**config.mk**
```make
export PLATFORM = sky130hd
export DESIGN_NAME = st2_cart_loader
export DESIGN_NICKNAME = d
export VERILOG_FILES = /design/src/rtl/st2_cart_loader.sv
export SDC_FILE = /design/constraint.sdc
export NUM_CORES = 1
export LEC_CHECK = 0
export ABC_CLOCK_PERIOD_IN_PS = 3800
export BUFFER_PORTS_ARGS = -buffer_cell sky130_fd_sc_hd__buf_2
export CAP_MARGIN = 30
export CORE_UTILIZATION = 61
export DETAILED_ROUTE_END_ITERATION = 10
export GPL_TIMING_DRIVEN = 0
export PLACE_DENSITY = 0.8
export SYNTH_ARGS = -nofsm -noshare
export SYNTH_HDL_FRONTEND = slang
export SYNTH_SLANG_ARGS = --single-unit
export TNS_END_PERCENT = 50
```
**constraint.sdc**
```tcl
create_clock -name clk -period 3.8 [get_ports clk]
set_input_delay 0.19 -clock clk [delete_from_list [all_inputs] [get_ports clk]]
set_output_delay 0.19 -clock clk [all_outputs]
set_load 0.02 [all_outputs]
```
**src/rtl/st2_cart_loader.sv**
```systemverilog
// Download-side loader: steers the HPS ioctl byte stream into the BIOS ROM or the
// cartridge RAM, parsing .st2 headers and holding the CPU in reset while a download runs.
module st2_cart_loader #(
    parameter logic [7:0] BIOS_INDEX = 8'd0,
    parameter logic [7:0] BIN_INDEX  = 8'd1,
    parameter logic [7:0] ST2_INDEX  = 8'd2
) (
    input  logic        clk,
    input  logic        reset,
    input  logic        ioctl_download,
    input  logic [7:0]  ioctl_index,
    input  logic        ioctl_wr,
    input  logic [24:0] ioctl_addr,
    input  logic [7:0]  ioctl_dout,
    output logic        ioctl_wait,
    output logic        bios_we,
    output logic        cart_we,
    output logic [11:0] mem_addr,
    output logic [7:0]  mem_din,
    output logic        cpu_reset,
    output logic        cart_loaded,
    output logic        st2_error
);

    typedef enum logic [2:0] {IDLE, RAW, HDR, BODY, SKIP, FLUSH} state_t;

    state_t      state_q, state_d;
    logic        dl_q;
    logic        is_bios_q, is_bios_d;
    logic        bad_q, bad_d;
    logic [7:0]  nblk_q, nblk_d;
    logic [3:0]  flush_cnt_q, flush_cnt_d;
    logic        bios_we_q, bios_we_d;
    logic        cart_we_q, cart_we_d;
    logic [11:0] mem_addr_q, mem_addr_d;
    logic [7:0]  mem_din_q, mem_din_d;
    logic        cart_loaded_q, cart_loaded_d;
    logic        st2_error_q, st2_error_d;

    // Only the low nibble of each page entry selects a 256-byte slot in the 4 KB RAM.
    logic [3:0]  page_mem_q [0:63];
    logic        page_we;
    logic [3:0]  page_rd;

    logic        rise, fall, wr;
    logic [5:0]  blk;
    logic [7:0]  magic_byte;

    assign rise    = ioctl_download & ~dl_q;
    assign fall    = ~ioctl_download & dl_q;
    assign wr      = ioctl_wr & ioctl_download;
    assign blk     = ioctl_addr[13:8];
    assign page_rd = page_mem_q[blk - 6'd1];

    always_comb begin
        case (ioctl_addr[1:0])
            2'd0:    magic_byte = 8'h52;
            2'd1:    magic_byte = 8'h43;
            2'd2:    magic_byte = 8'h41;
            default: magic_byte = 8'h32;
        endcase
    end

    always_comb begin
        state_d       = state_q;
        is_bios_d     = is_bios_q;
        bad_d         = bad_q;
        nblk_d        = nblk_q;
        flush_cnt_d   = 4'd0;
        bios_we_d     = 1'b0;
        cart_we_d     = 1'b0;
        mem_addr_d    = mem_addr_q;
        mem_din_d     = mem_din_q;
        cart_loaded_d = cart_loaded_q;
        st2_error_d   = st2_error_q;
        page_we       = 1'b0;

        case (state_q)
            IDLE, FLUSH: begin
                // A new download start abandons any flush still counting.
                if (rise) begin
                    if (ioctl_index == BIOS_INDEX || ioctl_index == BIN_INDEX) begin
                        state_d       = RAW;
                        is_bios_d     = (ioctl_index == BIOS_INDEX);
                        cart_loaded_d = 1'b0;
                        st2_error_d   = 1'b0;
                    end else if (ioctl_index == ST2_INDEX) begin
                        state_d       = HDR;
                        bad_d         = 1'b0;
                        cart_loaded_d = 1'b0;
                        st2_error_d   = 1'b0;
                    end else begin
                        state_d = SKIP;
                    end
                end else if (state_q == FLUSH) begin
                    if (flush_cnt_q == 4'd15) state_d = IDLE;
                    else flush_cnt_d = flush_cnt_q + 4'd1;
                end
            end
            RAW: begin
                if (fall) begin
                    state_d       = FLUSH;
                    cart_loaded_d = ~is_bios_q;
                end else if (wr) begin
                    mem_din_d = ioctl_dout;
                    if (is_bios_q) begin
                        bios_we_d  = (ioctl_addr < 25'd2048);
                        mem_addr_d = {1'b0, ioctl_addr[10:0]};
                    end else begin
                        cart_we_d  = (ioctl_addr < 25'd3072);
                        mem_addr_d = 12'h400 + ioctl_addr[11:0];
                    end
                end
            end
            HDR: begin
                if (fall) begin
                    state_d     = FLUSH;
                    st2_error_d = 1'b1;
                end else if (wr && ioctl_addr < 25'd256) begin
                    if (ioctl_addr < 25'd4 && ioctl_dout != magic_byte) bad_d = 1'b1;
                    if (ioctl_addr == 25'd4) nblk_d = ioctl_dout;
                    page_we = (ioctl_addr[7:6] == 2'b01);
                    if (ioctl_addr == 25'd255) begin
                        if (bad_q || nblk_q < 8'd2) begin
                            state_d     = SKIP;
                            st2_error_d = 1'b1;
                        end else begin
                            state_d = BODY;
                        end
                    end
                end
            end
            BODY: begin
                if (fall) begin
                    state_d       = FLUSH;
                    cart_loaded_d = 1'b1;
                end else if (wr && ioctl_addr < 25'd16384 && blk != 6'd0
                             && {2'b00, blk} < nblk_q) begin
                    cart_we_d  = 1'b1;
                    mem_addr_d = {page_rd, ioctl_addr[7:0]};
                    mem_din_d  = ioctl_dout;
                end
            end
            SKIP: begin
                if (fall) state_d = FLUSH;
            end
            default: state_d = IDLE;
        endcase
    end

    always_ff @(posedge clk) begin
        if (reset) begin
            state_q       <= IDLE;
            // Treat the line as already high so a download in flight across reset is ignored.
            dl_q          <= 1'b1;
            is_bios_q     <= 1'b0;
            bad_q         <= 1'b0;
            nblk_q        <= 8'd0;
            flush_cnt_q   <= 4'd0;
            bios_we_q     <= 1'b0;
            cart_we_q     <= 1'b0;
            mem_addr_q    <= 12'd0;
            mem_din_q     <= 8'd0;
            cart_loaded_q <= 1'b0;
            st2_error_q   <= 1'b0;
        end else begin
            state_q       <= state_d;
            dl_q          <= ioctl_download;
            is_bios_q     <= is_bios_d;
            bad_q         <= bad_d;
            nblk_q        <= nblk_d;
            flush_cnt_q   <= flush_cnt_d;
            bios_we_q     <= bios_we_d;
            cart_we_q     <= cart_we_d;
            mem_addr_q    <= mem_addr_d;
            mem_din_q     <= mem_din_d;
            cart_loaded_q <= cart_loaded_d;
            st2_error_q   <= st2_error_d;
        end
    end

    always_ff @(posedge clk) begin
        if (page_we) page_mem_q[ioctl_addr[5:0]] <= ioctl_dout[3:0];
    end

    assign ioctl_wait  = 1'b0;
    assign bios_we     = bios_we_q;
    assign cart_we     = cart_we_q;
    assign mem_addr    = mem_addr_q;
    assign mem_din     = mem_din_q;
    assign cart_loaded = cart_loaded_q;
    assign st2_error   = st2_error_q;
    assign cpu_reset   = reset | (state_q != IDLE);

endmodule

```
==> results of run 1 <==
[cell usage in the layout (no fill, tap or decap), types with 7 or more instances in the layout]
cell type	count
mux4_2	64
o21ai_0	9
dfxtp_1	42
clkbuf_1	25
mux2i_1	8
dlygate4sd3_1	12
a211oi_1	8
nor3_1	7
buf_2	75
a21oi_1	31
nor3b_1	13
a22oi_1	24
nor2_1	106
clkbuf_16	29
inv_1	14
ha_1	12
nor2b_1	7
nand3_1	18
nor4_1	7
nand2_1	49
and3_1	7
edfxtp_1	256
[logic make-up (layout without fill, tap and decap cells)]
logic type,count (synthesis),in the layout,share of synthesized area [%]
AO/OA/AOI/OAI,103,103,5.705
XOR/XNOR,7,7,0.4948
adder cells (fa/ha/maj),12,12,1.212
buffers and inverters,52,186,1.767
flip-flops,298,298,68.82
multiplexers,72,72,12.28
other,1,1,0.03026
AND/OR/NAND/NOR,249,249,9.693
[registers in the layout, summed over array words and instances (netlist names), 3 cells and up]
signal,flops
mem_din,8
nblk_q,8
mem_addr,12
flush_cnt_q,4
page_mem_q,256
state_q,3
[metal layers]
metal  global-route usage (%)  routed length, um
met3                    6.391               2984
met5                        0                  0
met4                    13.57               1316
met2                    49.90              15080
met1                    40.10              11330
[worst max-delay path by stage]
stage	start	to	slack (ps)	cells past startpoint
final	ioctl_addr[8]	mem_addr[9]$_SDFFE_PP0P_	210	13
after global routing	ioctl_addr[8]	mem_addr[9]$_SDFFE_PP0P_	-1	13
after CTS	ioctl_addr[8]	mem_addr[9]$_SDFFE_PP0P_	120	13
after detailed placement	ioctl_addr[8]	mem_addr[9]$_SDFFE_PP0P_	-960	13
after global placement	ioctl_addr[8]	mem_addr[9]$_SDFFE_PP0P_	-930	13
after floorplan	ioctl_addr[8]	mem_addr[9]$_SDFFE_PP0P_	650	13
[through the flow]
step / power (mW) / instances / area, sq um
floorplan: 4.096 / 794 / 12390
global placement: 4.323 / 1124 / 13050
detailed placement: 4.345 / 1128 / 13130
CTS: 7.123 / 1193 / 14180
global route: 7.301 / 1193 / 14190
finish: 7.130 / 1193 / 14190
[area by class of cell]
class	instances	area [sq um]
fill	1175	5524
tap	265	331.6
clock inverter	17	171.4
multi-input combinational	444	3656
buffer	38	176.4
clock buffer	36	752.0
inverter	14	52.55
timing repair buffer	81	525.5
sequential	298	8528
[repair_timing]
item,in CTS,in global routing
setup endpoints to repair,4,4
resized for setup,6,4
endpoints found under the hold margin,16,0
hold buffers,12,0
gates cloned,0,0
[worst register-to-register path, cell delays in order (launching register included)]
cell	delay [ps]
dfxtp_1	300
clkbuf_1	180
nor2_1	260
nand3_1	220
nor4_1	290
and3_1	290
nand2_1	390
nor2_1	520
[report_power, final]
group / internal [mW] / switching, mW
sequential: 3.57 / 0.0136
clock: 1.61 / 1.20
combinational: 0.262 / 0.471
total: 5.45 / 1.68
==> flow_metrics.py, run 1 <==
metrics = {
    "outcome": {
        "status": "complete, no violations",
    },
    "synth": {
        "netlist_instances": 794,
        "yosysMostFrequentCell": "edfxtp_1",
        "avgSynthCellArea_sq_um": 15.61,
        "synth_top_area_cell": "edfxtp_1",
        "syn_area_sq_mm": 0.01239,
        "yosys.cell_types.count": 52,
        "synth_area_leaders": "edfxtp_1, mux4_2, dfxtp_1",
        "synth_common_cells": "edfxtp_1, nor2_1, mux4_2, nand2_1, dfxtp_1",
        "synth-main-ff-cell": "edfxtp_1",
        "ys_seq_area_share_pct": 68.82,
        "synth-edff-count": 256,
        "syn-num-nets": 851,
        "synth_seq_cells": 298,
        "yosysWarnings": 0,
        "yosysTopAreaCellShare_pct": 62.04,
        "async_flop_share_pct": 0,
    },
    "critical_path": {
        "crit_required_ps": 4230,
        "r2r_slack_ps": 1010,
        "reg2reg_depth": 7,
        "worstSetupEndpointType": "register",
        "r2r-end": "page_mem_q[20][3]$_DFFE_PP_",
        "cp_num_buf_inv": 5,
        "worst_path_largest_cell_delay_ps": 540,
        "path_delay_family": "buffers and inverters",
        "critPathLaunchType": "input port",
        "crit_type": "in2reg",
        "r2r-start": "state_q[0]$_SDFFE_PP0P_",
        "cp_common_cell": "clkbuf_1",
        "crit_chain": "clkbuf_1 -> buf_2 -> clkbuf_4 -> inv_1 -> ha_1 -> nor2b_1 -> a211oi_1 -> nor2_1 -> clkbuf_1 -> a22oi_1 -> nand3_1 -> o211ai_1 -> a31oi_1",
        "cp_data_arrival_time_ps": 4020,
        "cp_max_fo": 10,
        "crit_slowest_cell": "a211oi_1",
    },
    "timing": {
        "tns_ps": 0,
        "fin_ws_ps": 211.1,
        "worst_hold_slack_ps": 58.52,
        "relSlewSlack_pct": 36.89,
        "tightestPinTransition_ps": 939.9,
        "timing.final.crit_period_ps": 3589,
        "skew_ps": 13.58,
        "fmaxAchievable_mhz": 278.6,
        "setup_violations": 0,
        "maxSlewViolCount": 0,
        "min_period_over_period_pct": 94.44,
        "hold_violations": 0,
    },
    "final_layout": {
        "diodes": 0,
        "final_core_util_pct": 71.98,
        "syn2layout_area_growth_pct": 14.54,
        "post_route_cells_drive_above_1_share_pct": 22.52,
        "layout.nets": 963,
    },
    "die": {
        "placementRows": 51,
        "io_pins": 71,
        "core-area_sq_mm": 0.01972,
        "die_w_um": 144.5,
        "die_h_um": 144.5,
        "start_util_pct": 62.85,
        "die-area_sq_mm": 0.02089,
    },
    "global_routing": {
        "antenna_found_initial": 0,
        "grt_use_total_pct": 30.62,
        "grt_pass1_wl_um": 45350,
        "overflow": 0,
        "grt_max_degree": 57,
        "grt_pass1_vias": 7747,
    },
    "worst_hold_path": {
        "min_from": "ioctl_dout[3]",
        "min_delay_worst_endpoint": "page_mem_q[52][3]$_DFFE_PP_",
        "hold_class": "in2reg",
        "min_path_cells": 1,
    },
    "cts": {
        "clk_pin_slew_ps": 60,
        "post_cts_buffers": 0,
        "ctsLongestPathBuffers": 3,
        "cts_made_buffers": 29,
        "cts_sinks": 298,
        "h-tree-depth": 1,
        "clockRootBuffer": "clkbuf_16",
        "tritoncts": "done",
        "clock_latency_ps": 560,
    },
    "routing": {
        "vias": 7894,
        "drt-pass1-iter-count": 5,
        "ant_nets": 0,
        "drc_errors": 0,
        "first_iter_violations": 1170,
        "vias_per_cell": 6.617,
        "wl_per_cell_um": 25.74,
        "drt-total-wl_um": 30710,
    },
    "place": {
        "dp_hpwl_um": 19030,
        "dp_slack_ps": -962.2,
        "place.gp.congestion": 0.8766,
        "io_buffer_count": 65,
    },
    "power": {
        "p_per_area_mw_per_mm2": 502.3,
        "leakagePower_nw": 4.732,
        "peakVddDrop_uv": 509.8,
    },
    "run": {
        "cap_violations": 0,
    },
}
Power figures use the tool's default switching activity.
==> run 2: changes to the inputs <==
--- a/config.mk
+++ b/config.mk
@@ -8,10 +8,11 @@
 export ABC_CLOCK_PERIOD_IN_PS = 3800
 export BUFFER_PORTS_ARGS = -buffer_cell sky130_fd_sc_hd__buf_2
 export CAP_MARGIN = 30
-export CORE_UTILIZATION = 61
+export CORE_ASPECT_RATIO = 0.7
+export CORE_UTILIZATION = 60
 export DETAILED_ROUTE_END_ITERATION = 10
 export GPL_TIMING_DRIVEN = 0
-export PLACE_DENSITY = 0.8
+export PLACE_DENSITY = 0.79
 export SYNTH_ARGS = -nofsm -noshare
 export SYNTH_HDL_FRONTEND = slang
 export SYNTH_SLANG_ARGS = --single-unit
==> flow_metrics.py, run 2 (synthesis results as in run 1) <==
metrics = {
    "die": {
        "die_h_um": 122.2,
        "start_util_pct": 61.92,
        "placementRows": 43,
        "die_w_um": 173.8,
        "core-area_sq_mm": 0.02001,
        "io_pins": 71,
        "die-area_sq_mm": 0.02124,
    },
    "cts": {
        "clk_pin_slew_ps": 60,
        "post_cts_buffers": 0,
        "h-tree-depth": 1,
        "clock_latency_ps": 550,
        "cts_made_buffers": 27,
        "tritoncts": "done",
        "clockRootBuffer": "clkbuf_16",
        "cts_sinks": 298,
        "ctsLongestPathBuffers": 3,
    },
    "routing": {
        "vias_per_cell": 6.736,
        "drt-total-wl_um": 31820,
        "ant_nets": 0,
        "wl_per_cell_um": 26.76,
        "drt-pass1-iter-count": 5,
        "first_iter_violations": 1449,
        "vias": 8009,
        "drc_errors": 0,
    },
    "global_routing": {
        "overflow": 0,
        "grt_max_degree": 57,
        "grt_pass1_wl_um": 46920,
        "grt_use_total_pct": 30.60,
        "antenna_found_initial": 0,
        "grt_pass1_vias": 7631,
    },
    "power": {
        "comb_power_share_pct": 10.5,
        "power_frac_seq_pct": 51.8,
        "p_total_mw": 6.925,
        "cellInternalPower_mw": 5.268,
        "leakagePower_nw": 4.683,
        "power.share.clock_pct": 37.6,
        "peakVddDrop_uv": 459.3,
        "switching_share_pct": 23.93,
        "p_sw_mw": 1.657,
        "p_per_area_mw_per_mm2": 491.6,
    },
    "critical_path": {
        "r2r-start": "state_q[0]$_SDFFE_PP0P_",
        "cp_data_arrival_time_ps": 4030,
        "reg2reg_depth": 7,
        "crit_required_ps": 4230,
        "r2r-end": "page_mem_q[46][0]$_DFFE_PP_",
        "critPathLaunchType": "input port",
        "r2r_slack_ps": 970,
        "cp_max_fo": 10,
        "crit_type": "in2reg",
        "worstSetupEndpointType": "register",
    },
    "place": {
        "dp_hpwl_um": 20300,
        "place.gp.congestion": 0.9628,
        "dpl.cell_count": 1133,
        "place_area_sq_mm": 0.01314,
        "io_buffer_count": 65,
    },
    "final_layout": {
        "n_fill_cell": 1292,
        "diodes": 0,
        "layout_commonest_cell": "edfxtp_1",
        "layout.nets": 961,
        "final_cell_mix": "edfxtp_1, nor2_1, buf_2, mux4_2, nand2_1",
        "syn2layout_area_growth_pct": 13.67,
        "multi_input_area_sq_mm": 0.003650,
        "ff_latch_area_sq_mm": 0.008528,
        "instances_no_fill": 1189,
        "largest_reg_flops": 256,
        "post_route_cells_drive_above_1_share_pct": 22.09,
        "fin_area_sq_mm": 0.01409,
        "final_core_util_pct": 70.38,
    },
    "timing": {
        "worst_hold_slack_ps": 73.58,
        "skew_ps": 11.60,
        "maxSlewViolCount": 0,
        "timing.final.crit_period_ps": 3595,
        "rsz0062_at_grt": "no",
        "fmaxAchievable_mhz": 278.2,
        "min_period_over_period_pct": 94.60,
        "tightestPinTransition_ps": 878.2,
        "hold_violations": 0,
        "relSlewSlack_pct": 41.03,
        "setup_violations": 0,
    },
    "run": {
        "cap_violations": 0,
    },
    "worst_hold_path": {
        "min_path_cells": 4,
        "min_delay_worst_endpoint": "mem_addr[10]$_SDFFE_PP0P_",
        "hold_class": "in2reg",
        "min_from": "reset",
    },
    "outcome": {
        "status": "complete, no violations",
    },
}
-- run 2: cell types whose count changed in the layout (fill, tap and decap cells not counted) --
cell and delta:
clkbuf_1 -3, clkbuf_16 -2, a2111oi_0 +1, a2111oi_1 -1, a211oi_1 +1, a211oi_2 -1
bufinv_16 -1, clkinv_1 -1, clkinv_2 -1, clkinvlp_4 -1
-- run 2: metrics by stage --
step	setup slack (ps)	setup TNS [ps]
6_report	205.1	0
3_3_place_gp	-762.9	-2930
5_1_grt	74.06	0
2_1_floorplan	650.4	0
3_5_place_dp	-850.7	-3262
4_1_cts	10.41	0
-- run 2: worst max path at each step --
stage | startpoint | to | slack [ps] | depth (start not counted)
2_1_floorplan | ioctl_addr[8] | mem_addr[9]$_SDFFE_PP0P_ | 650 | 13
3_3_place_gp | ioctl_addr[8] | mem_addr[9]$_SDFFE_PP0P_ | -760 | 13
3_5_place_dp | ioctl_addr[8] | mem_addr[9]$_SDFFE_PP0P_ | -850 | 13
4_1_cts | ioctl_addr[8] | mem_addr[11]$_SDFFE_PP0P_ | 10 | 12
5_1_grt | ioctl_addr[8] | mem_addr[11]$_SDFFE_PP0P_ | 70 | 13
6_report | ioctl_addr[8] | mem_addr[11]$_SDFFE_PP0P_ | 210 | 13
-- run 2: repair_timing --
action / in CTS / in global routing
hold buffers: 12 / 0
endpoints found under the hold margin: 16 / 0
pin swaps: 0 / 0
resized for setup: 5 / 4
setup endpoints to repair: 4 / 4
-- run 2: area by class of cell --
class                           count  area share, %
Sequential cell                   298          60.54
Multi-Input combinational cell    444          25.91
Clock buffer                       31          4.903
Timing Repair Buffer               81          3.731
Tap cell                          270          2.398
Buffer                             38          1.252
Clock inverter                     13         0.8883
Inverter                           14         0.3731
-- run 2: metal layers --
| metal | share of wire (%) | wire length (um) | up-vias | global-route usage [%] |
|---|---|---|---|---|
| met3 | 14 | 4360 | 90 | 7.993 |
| met2 | 45 | 14220 | 702 | 46.35 |
| met4 | 2.7 | 860 | 0 | 9.101 |
| met5 | 0 | 0 | - | 0 |
| li1 | - | - | 3322 | - |
| met1 | 39 | 12370 | 3895 | 44.41 |
-- run 2: power groups by stage --
stage          Sequential [mW]  Clock, mW  Combinational (mW)
2_1_floorplan             3.67          0               0.422
3_3_place_gp              3.66          0               0.671
3_5_place_dp              3.66          0               0.690
4_1_cts                   3.59       2.61               0.706
5_1_grt                   3.59       2.72               0.774
6_report                  3.59       2.61               0.730
-- run 2: worst max-delay path: stages --
cell	delay (ps)
clkbuf_1	180
buf_2	410
clkbuf_4	440
inv_1	140
ha_1	290
buf_2	320
buf_2	380
mux4_2	400
nor3b_1	170
a2111oi_0	530
a22oi_1	290
nand3_1	180
a21oi_1	80
==> run 3: changes to the inputs <==
--- a/config.mk
+++ b/config.mk
@@ -5,6 +5,7 @@
 export SDC_FILE = /design/constraint.sdc
 export NUM_CORES = 1
 export LEC_CHECK = 0
+export ABC_AREA = 1
 export ABC_CLOCK_PERIOD_IN_PS = 3800
 export BUFFER_PORTS_ARGS = -buffer_cell sky130_fd_sc_hd__buf_2
 export CAP_MARGIN = 30
@@ -12,7 +13,7 @@
 export CORE_UTILIZATION = 60
 export DETAILED_ROUTE_END_ITERATION = 10
 export GPL_TIMING_DRIVEN = 0
-export PLACE_DENSITY = 0.79
+export PLACE_DENSITY = 0.78
 export SYNTH_ARGS = -nofsm -noshare
 export SYNTH_HDL_FRONTEND = slang
 export SYNTH_SLANG_ARGS = --single-unit
==> flow_metrics.py, run 3 <==
metrics = {
    "global_routing": {
        "grt_max_degree": 44,
        "grt_pass1_vias": 9930,
        "overflow": 0,
        "grt_use_total_pct": 35.64,
        "grt_pass1_wl_um": 59910,
        "antenna_found_initial": 0,
    },
    "power": {
        "power_frac_seq_pct": 49.4,
        "p_total_mw": 7.194,
        "p_sw_mw": 1.743,
        "leakagePower_nw": 6.345,
        "cellInternalPower_mw": 5.451,
        "peakVddDrop_uv": 519.4,
        "p_per_area_mw_per_mm2": 470.5,
        "switching_share_pct": 24.23,
        "comb_power_share_pct": 9.8,
        "power.share.clock_pct": 40.8,
    },
    "critical_path": {
        "worstSetupEndpointType": "register",
        "path_delay_family": "simple AND/OR/NAND/NOR gates",
        "crit_slowest_cell": "nor2_1",
        "cp_data_arrival_time_ps": 3220,
        "cp_num_buf_inv": 2,
        "r2r_slack_ps": 770,
        "critPathLaunchType": "register",
        "worst_path_largest_cell_delay_ps": 560,
        "crit_type": "reg2reg",
        "crit_chain": "inv_2 -> nor3_2 -> inv_1 -> nor4_4 -> nand2_2 -> nor2_2 -> nand2_1 -> nor2_1",
        "crit_required_ps": 3990,
        "cp_max_fo": 8,
    },
    "die": {
        "core-area_sq_mm": 0.02179,
        "io_pins": 71,
        "die-area_sq_mm": 0.02299,
        "start_util_pct": 61.63,
        "die_h_um": 127.2,
        "placementRows": 45,
        "die_w_um": 180.8,
    },
    "final_layout": {
        "layout_commonest_cell": "nand2_1",
        "diodes": 0,
        "syn2layout_area_growth_pct": 13.86,
        "final_cell_mix": "nand2_1, edfxtp_1, nor2_1, nand3_1, inv_1",
        "fin_area_sq_mm": 0.01529,
        "post_route_cells_drive_above_1_share_pct": 11.09,
        "final_core_util_pct": 70.16,
        "largest_reg_flops": 256,
        "layout.nets": 1586,
        "instances_no_fill": 1833,
    },
    "timing": {
        "min_period_over_period_pct": 79.62,
        "setup_violations": 0,
        "hold_violations": 0,
        "maxSlewViolCount": 0,
        "fmaxAchievable_mhz": 330.5,
        "tns_ps": 0,
        "relSlewSlack_pct": 39.29,
        "fin_ws_ps": 774.3,
        "timing.final.crit_period_ps": 3026,
        "tightestPinTransition_ps": 907.5,
        "skew_ps": 26.19,
        "rsz0062_at_grt": "no",
        "worst_hold_slack_ps": 28.16,
    },
    "routing": {
        "maxUsedRoutingLayer": "met4",
        "drc_errors": 0,
        "drt-pass1-iter-count": 5,
        "first_iter_violations": 1695,
        "wl_met1_um": 16650,
        "drt-total-wl_um": 40470,
        "wl_met2_um": 16310,
        "wl_met3_um": 6360,
        "vias_per_cell": 5.958,
        "wl_per_cell_um": 22.08,
        "ant_nets": 0,
        "vias": 10920,
    },
    "synth": {
        "synth-main-ff-cell": "edfxtp_1",
        "syn-num-nets": 1473,
        "yosysTopAreaCellShare_pct": 57.25,
        "synth_common_cells": "nand2_1, edfxtp_1, nor2_1, nand3_1, inv_1",
        "synth_seq_cells": 298,
        "yosys.cell_types.count": 37,
        "async_flop_share_pct": 0,
        "yosysMostFrequentCell": "nand2_1",
        "syn_area_sq_mm": 0.01343,
        "synth_top_area_cell": "edfxtp_1",
        "ys_seq_area_share_pct": 63.51,
        "yosysWarnings": 0,
        "netlist_instances": 1416,
        "synth-edff-count": 256,
        "avgSynthCellArea_sq_um": 9.483,
        "synth_area_leaders": "edfxtp_1, nand2_1, nand3_1",
    },
    "cts": {
        "post_cts_buffers": 0,
        "clock_latency_ps": 560,
        "ctsResizeCount": 0,
        "clk_pin_slew_ps": 60,
        "h-tree-depth": 1,
        "cts_hold_buffers": 11,
        "tritoncts": "done",
        "cts_sinks": 298,
        "cts_made_buffers": 28,
        "clockRootBuffer": "clkbuf_16",
        "ctsLongestPathBuffers": 3,
    },
    "worst_hold_path": {
        "hold_class": "in2reg",
    },
    "place": {
        "dpl.cell_count": 1770,
        "place.gp.congestion": 1.019,
        "dp_hpwl_um": 28110,
        "place_area_sq_mm": 0.01420,
        "io_buffer_count": 68,
        "dp_slack_ps": 581.0,
    },
    "run": {
        "cap_violations": 0,
    },
    "outcome": {
        "status": "complete, no violations",
    },
}
-- run 3: cells by family after synthesis --
| logic type | count (synthesis) | synth area share, % |
|---|---|---|
| AND/OR/NAND/NOR | 818 | 25.71 |
| flip-flops | 298 | 63.51 |
| buffers and inverters | 196 | 5.926 |
| AO/OA/AOI/OAI | 85 | 3.317 |
| adder cells (fa/ha/maj) | 12 | 1.118 |
| XOR/XNOR | 6 | 0.3913 |
| other | 1 | 0.02793 |
-- run 3: worst paths after layout --
| kind | end | startpoint | cells past startpoint |
|---|---|---|---|
| max | page_mem_q[48][0]$_DFFE_PP_ | state_q[1]$_SDFFE_PP0P_ | 8 |
| min | cart_we$_SDFF_PP0_ | ioctl_addr[12] | 4 |
| max reg2reg | page_mem_q[48][0]$_DFFE_PP_ | state_q[1]$_SDFFE_PP0P_ | 8 |
| min reg2reg | bad_q$_SDFFE_PP0P_ | bad_q$_SDFFE_PP0P_ | 2 |
-- run 3: worst register-to-register path, stage by stage (launching register included) --
cell and delay, ps:
dfxtp_1 410, inv_2 80, nor3_2 240, inv_1 210, nor4_4 350, nand2_2 190
nor2_2 160, nand2_1 470, nor2_1 570
-- run 3: area by class of cell --
class                      instances  area [sq um]
buffer                            58         275.3
clock buffer                      43         869.6
clock inverter                     9         107.6
fill                            1626          6501
inverter                         138         520.5
multi-input combinational        922          4104
sequential                       298          8528
tap                              282         352.8
timing repair buffer              83         530.5
-- run 3: power groups by stage --
stage	Sequential, mW	Combinational, mW	Clock [mW]
6_report	3.56	0.702	2.94
3_3_place_gp	3.63	0.642	0
5_1_grt	3.56	0.741	3.07
4_1_cts	3.56	0.671	2.94
2_1_floorplan	3.64	0.347	0
3_5_place_dp	3.63	0.658	0
-- run 3: routing by layer --
layer	GRT usage, %	vias up
met4	10.11	0
met1	55.50	5080
met3	9.407	106
met2	48.88	811
met5	0	-
li1	-	4924
